--- config.mk ---
export PLATFORM = sky130hd
export DESIGN_NAME = clock_display_driver
export DESIGN_NICKNAME = d
export VERILOG_FILES = /design/src/rtl/clock_display_driver_pkg.sv /design/src/rtl/bin2bcd_60.sv /design/src/rtl/clock_display_driver.sv
export SDC_FILE = /design/constraint.sdc
export NUM_CORES = 1
export LEC_CHECK = 0
export CORE_MARGIN = 4
export CORE_UTILIZATION = 30
export DETAILED_ROUTE_END_ITERATION = 10
export SYNTH_ARGS = -nofsm -noshare
export SYNTH_HDL_FRONTEND = slang
export SYNTH_SLANG_ARGS = --single-unit
--- constraint.sdc ---
create_clock -name clk -period 4.35 [get_ports clk]
set_input_delay 0.87 -clock clk [delete_from_list [all_inputs] [get_ports clk]]
set_output_delay 0.87 -clock clk [all_outputs]
set_load 0.01 [all_outputs]
--- src/rtl/clock_display_driver_pkg.sv ---
// rtl/clock_display_driver_pkg.sv - shared types and seven-segment codes for the MM:SS display driver
package clock_disp_pkg;

    typedef enum logic [1:0] {S0, S1, S2, S3} digit_idx_t;

    // Active-high codes ordered {g,f,e,d,c,b,a}
    localparam logic [6:0] SEG_DIGIT [0:9] = '{
        7'h3F, 7'h06, 7'h5B, 7'h4F, 7'h66, 7'h6D, 7'h7D, 7'h07, 7'h7F, 7'h6F
    };
    localparam logic [6:0] SEG_DASH = 7'h40;
    localparam logic [6:0] SEG_OFF  = 7'h00;

    function automatic logic [6:0] seg_encode(input logic [3:0] d);
        return (d <= 4'd9) ? SEG_DIGIT[d] : SEG_DASH;
    endfunction

endpackage

--- src/rtl/bin2bcd_60.sv ---
// rtl/bin2bcd_60.sv - splits a 0..59 time field into tens/ones digits, flags values above 59
module bin2bcd_60 (
    input  logic [5:0] value,
    output logic [2:0] tens,
    output logic [3:0] ones,
    output logic       invalid
);

    always_comb begin
        tens = 3'd0;
        ones = value[3:0];
        if (value >= 6'd50) begin
            tens = 3'd5;
            ones = 4'(value - 6'd50);
        end else if (value >= 6'd40) begin
            tens = 3'd4;
            ones = 4'(value - 6'd40);
        end else if (value >= 6'd30) begin
            tens = 3'd3;
            ones = 4'(value - 6'd30);
        end else if (value >= 6'd20) begin
            tens = 3'd2;
            ones = 4'(value - 6'd20);
        end else if (value >= 6'd10) begin
            tens = 3'd1;
            ones = 4'(value - 6'd10);
        end
        invalid = (value > 6'd59);
    end

endmodule

--- src/rtl/clock_display_driver.sv ---
// rtl/clock_display_driver.sv - snapshots MM:SS and scans it onto a 4-digit multiplexed seven-segment display
import clock_disp_pkg::*;

module clock_display_driver #(
    parameter int SCAN_DIV     = 1000,
    parameter bit COMMON_ANODE = 1'b0
) (
    input  logic       clk,
    input  logic       rst_n,
    input  logic [5:0] sec,
    input  logic [5:0] min,
    input  logic       load,
    input  logic       blank,
    output logic [6:0] seg,
    output logic [3:0] dig,
    output logic       dp
);

    localparam int             PRE_W    = $clog2(SCAN_DIV);
    localparam logic [PRE_W-1:0] PRE_LAST = PRE_W'(SCAN_DIV - 1);

    logic [PRE_W-1:0] pre;
    digit_idx_t       idx;
    logic [5:0]       min_q, sec_q;
    logic             blank_q;
    logic [6:0]       seg_r;
    logic [3:0]       dig_r;
    logic             dp_r;

    logic [2:0] sec_tens, min_tens;
    logic [3:0] sec_ones, min_ones;
    logic       sec_inv, min_inv;
    logic [6:0] slot_seg;
    logic       active;

    bin2bcd_60 u_sec_bcd (.value(sec_q), .tens(sec_tens), .ones(sec_ones), .invalid(sec_inv));
    bin2bcd_60 u_min_bcd (.value(min_q), .tens(min_tens), .ones(min_ones), .invalid(min_inv));

    // Prescaler 0 is the dead-time cycle of every slot
    assign active = (pre != '0) && !blank_q;

    always_comb begin
        slot_seg = SEG_OFF;
        case (idx)
            S0: slot_seg = sec_inv ? SEG_DASH : seg_encode(sec_ones);
            S1: slot_seg = sec_inv ? SEG_DASH : seg_encode({1'b0, sec_tens});
            S2: slot_seg = min_inv ? SEG_DASH : seg_encode(min_ones);
            S3: slot_seg = min_inv ? SEG_DASH : seg_encode({1'b0, min_tens});
            default: slot_seg = SEG_OFF;
        endcase
    end

    always_ff @(posedge clk or negedge rst_n) begin
        if (!rst_n) begin
            pre     <= '0;
            idx     <= S0;
            min_q   <= '0;
            sec_q   <= '0;
            blank_q <= 1'b0;
            seg_r   <= SEG_OFF;
            dig_r   <= 4'b0000;
            dp_r    <= 1'b0;
        end else begin
            if (pre == PRE_LAST) begin
                pre <= '0;
                idx <= digit_idx_t'(idx + 2'd1);
            end else begin
                pre <= pre + 1'b1;
            end
            if (load) begin
                min_q <= min;
                sec_q <= sec;
            end
            blank_q <= blank;
            seg_r   <= active ? slot_seg : SEG_OFF;
            dig_r   <= active ? (4'b0001 << idx) : 4'b0000;
            dp_r    <= active && (idx == S2) && !sec_q[0];
        end
    end

    assign seg = seg_r ^ {7{COMMON_ANODE}};
    assign dig = dig_r ^ {4{COMMON_ANODE}};
    assign dp  = dp_r ^ COMMON_ANODE;

endmodule
==> flow_summary_export.csv <==
group,metric,value,unit
sta,setup_violations,0,
final_layout,nNetsFinal,437,
synth,synth_seq_area_share,28.55,%
synth,synth-edff-count,0,
critical_path,startpoint_type,"flop",
die,core.rowCount,37,
flow_run,maxCapViolCount,0,
synth,syn_area,0.003243,sq mm
synth,synth.net_count,416,
detailed_routing,drcViolationCount,0,
die,core_area,0.01042,sq mm
detailed_routing,ant_nets,0,
sta,final_hold_viol_count,0,
final_layout,regArea,925.9,sq um
clock_network,cts_resized,0,
clock_network,cts.sinks,37,
critical_path,critPathTopFamily,"compound AO/OA/AOI/OAI gates",
clock_network,hold_buffers,0,
critical_path,crit_required,4.57,ns
detailed_routing,wl_per_cell,14.50,um
power,power,0.001138,W
sta,fin_crit_sh,79.25,%
worst_hold_path,holdCritStartpoint,"pre[0]",
global_route,grt_pass1_wl,12550,um
synth,yosys-top-cells-area,"dfrtp_1, ha_1, a21oi_1",
detailed_routing,detail_route.vias_per_cell,5.219,
critical_path,slowest_delay,0.55,ns
clock_network,cts_buffers,5,
sta,clock_skew,0.01259,ns
global_route,antenna_found_initial,0,
final_layout,multi_input_area,0.002112,sq mm
placement,dp.final_hpwl,5602,um
die,die_area,0.01254,sq mm
global_route,grt_usage,11.98,%
placement,dpl_cell_area,0.003586,sq mm
final_layout,antenna_cells,0,
synth,ys.flop_type,"dfrtp_1",
global_route,grt_max_degree,38,
final_layout,drive_gt1_share,9.974,%
critical_path,critical_path.slowest_cell,"dfrtp_1",
detailed_routing,dr.first_iter.drc_count,161,
critical_path,regToRegSetupSlack,0.90,ns
synth,synth_area_leader_cell,"dfrtp_1",
final_layout,syn_to_final_growth,14.27,%
sta,drv_slew,0,
critical_path,startpoint,"sec_q[3]",
clock_network,cts_tree,"built",
die,die_w,112.0,um
critical_path,crit_arrival,3.67,ns
placement,io_buffers,27,
final_layout,design_area,0.003706,sq mm
worst_hold_path,hold_class,"reg -> reg",
placement,gp_routability_congestion,0.8281,
final_layout,nFillCells,1080,
synth,synth_top_area_share,28.55,%
clock_network,post-cts-setup-buffer-count,0,
synth,async_flop_share,100.0,%
sta,max_freq,0.2901,GHz
clock_network,cts.path.max_buffers,2,
sta,fin_tns_setup,0,ns
clock_network,clk_pin_slew,0.08,ns
sta,tightest_slew,0.8492,ns
sta,slew_headroom,43.39,%
sta,timing.hold.ws,0.4851,ns
synth,syn_area_per_cell,9.034,sq um
power,power.density,307.0,mW/mm^2
critical_path,path_cells,"inv_1, ha_1, and4bb_2, or2_1, o21bai_1, a21oi_2, xnor2_1, inv_1, ha_1, o21ai_0, o21ai_0, nand2_1, a21oi_1",
sta,min_period,3.447,ns
synth,synth_cell_types,73,
die,start_util,31.14,%
global_route,grt_pass1_vias,2625,
critical_path,path_max_fanout,9,
die,fp.dieH,112.0,um
die,io_pins,28,
global_route,grt_overflow,0,
clock_network,clock_latency,0.30,ns
critical_path,path_buf_inv,2,
detailed_routing,vias,2698,
synth,synth_cells,359,
power,peakVddDrop,0.1138,mV
clock_network,root_buffer,"clkbuf_8",
detailed_routing,dr.pass1.iters,4,
critical_path,crit_type,"reg -> reg",
clock_network,h-tree-depth,2,
synth,yosys_warnings,0,
synth,synth_seq_cells,37,
detailed_routing,finalWirelength,7496,um
critical_path,rr_startpoint,"sec_q[3]",
power,p_leak,1.620,nW
run_status,status,"completed",
sta,rsz0062_at_grt,"false",
critical_path,critPathCaptureType,"flop",
-- report_power, final --
part | internal (W) | total, W | switching [W] | leakage [nW]
Combinational | 0.000173 | 0.000402 | 0.000229 | 1.10
Clock | 0.000187 | 0.000327 | 0.000140 | 0.0574
Sequential | 0.000368 | 0.000409 | 0.0000406 | 0.467
-- state kept, by name (all words and copies together) (netlist names) --
signal,count
dig,4
idx,2
pre,10
blank_q,1
seg,7
dp,1
min_q,6
sec_q,6
-- layout make-up --
cell class | instances | area share [%]
Multi-Input combinational cell | 279 | 56.99
Sequential cell | 37 | 24.98
Timing Repair Buffer | 27 | 7.157
Tap cell | 136 | 4.591
Inverter | 30 | 3.038
Clock buffer | 6 | 2.228
Clock inverter | 2 | 1.013
-- final timing paths --
path,end,cells after the start
worst min-delay path,pre[0],1
worst max register to register,seg[1],13
min in group asynchronous,pre[9],1
worst max-delay path,seg[1],13
worst min register to register,pre[0],1
max in group asynchronous,seg[1],1
-- synth_stat cells (4+ instances only) --
| cell | number |
|---|---|
| ha_1 | 41 |
| dfrtp_1 | 37 |
| inv_1 | 29 |
| nand2_1 | 27 |
| nor2_1 | 25 |
| a21oi_1 | 23 |
| o21ai_0 | 23 |
| nor2b_1 | 9 |
| nand3_1 | 8 |
| nand2b_1 | 6 |
| a211oi_2 | 5 |
| buf_2 | 5 |
| buf_6 | 5 |
| or3_1 | 5 |
| xor2_1 | 5 |
| a31oi_1 | 4 |
| and2_1 | 4 |
| and3_1 | 4 |
| mux2_2 | 4 |
| nand4_1 | 4 |
| xnor2_1 | 4 |
-- layer usage --
layer	up-vias	routed length, um	track usage [%]
met2	39	3696	20.22
li1	1347	-	-
met3	8	181	1.304
met5	-	0	0
met4	0	129	4.247
met1	1304	3489	15.85
-- cell families after synthesis --
family / synth area share (%)
simple gates: 19.17
mux: 2.006
fa+ha+maj: 15.82
xor+xnor: 2.430
flops: 28.55
buf+inv: 6.327
compound gates: 25.69
-- per-stage QoR --
step           std cells  util, %  worst slack (ns)
6_report             517    35.58            0.9027
5_1_grt              517    35.58            0.6406
2_1_floorplan        359        -             1.286
3_3_place_gp         509    34.43             1.042
3_5_place_dp         509    34.43            0.9765
4_1_cts              517    35.58            0.9489
-- placed cells by master, fill, tap and decap left out, types with 4 or more instances in the layout --
master and instances:
nand2b_1 6, clkdlybuf4s50_1 26, nand2_1 27, ha_1 41
nand3_1 8, a21oi_1 23, clkbuf_8 6, mux2_2 4
nor2_1 25, nand4_1 4, a211oi_2 5, and2_1 4
nor2b_1 9, or3_1 5, inv_1 29, a31oi_1 4
dfrtp_1 37, xnor2_1 4, o21ai_0 23, and3_1 4
xor2_1 5
Power figures use the tool's default switching activity.
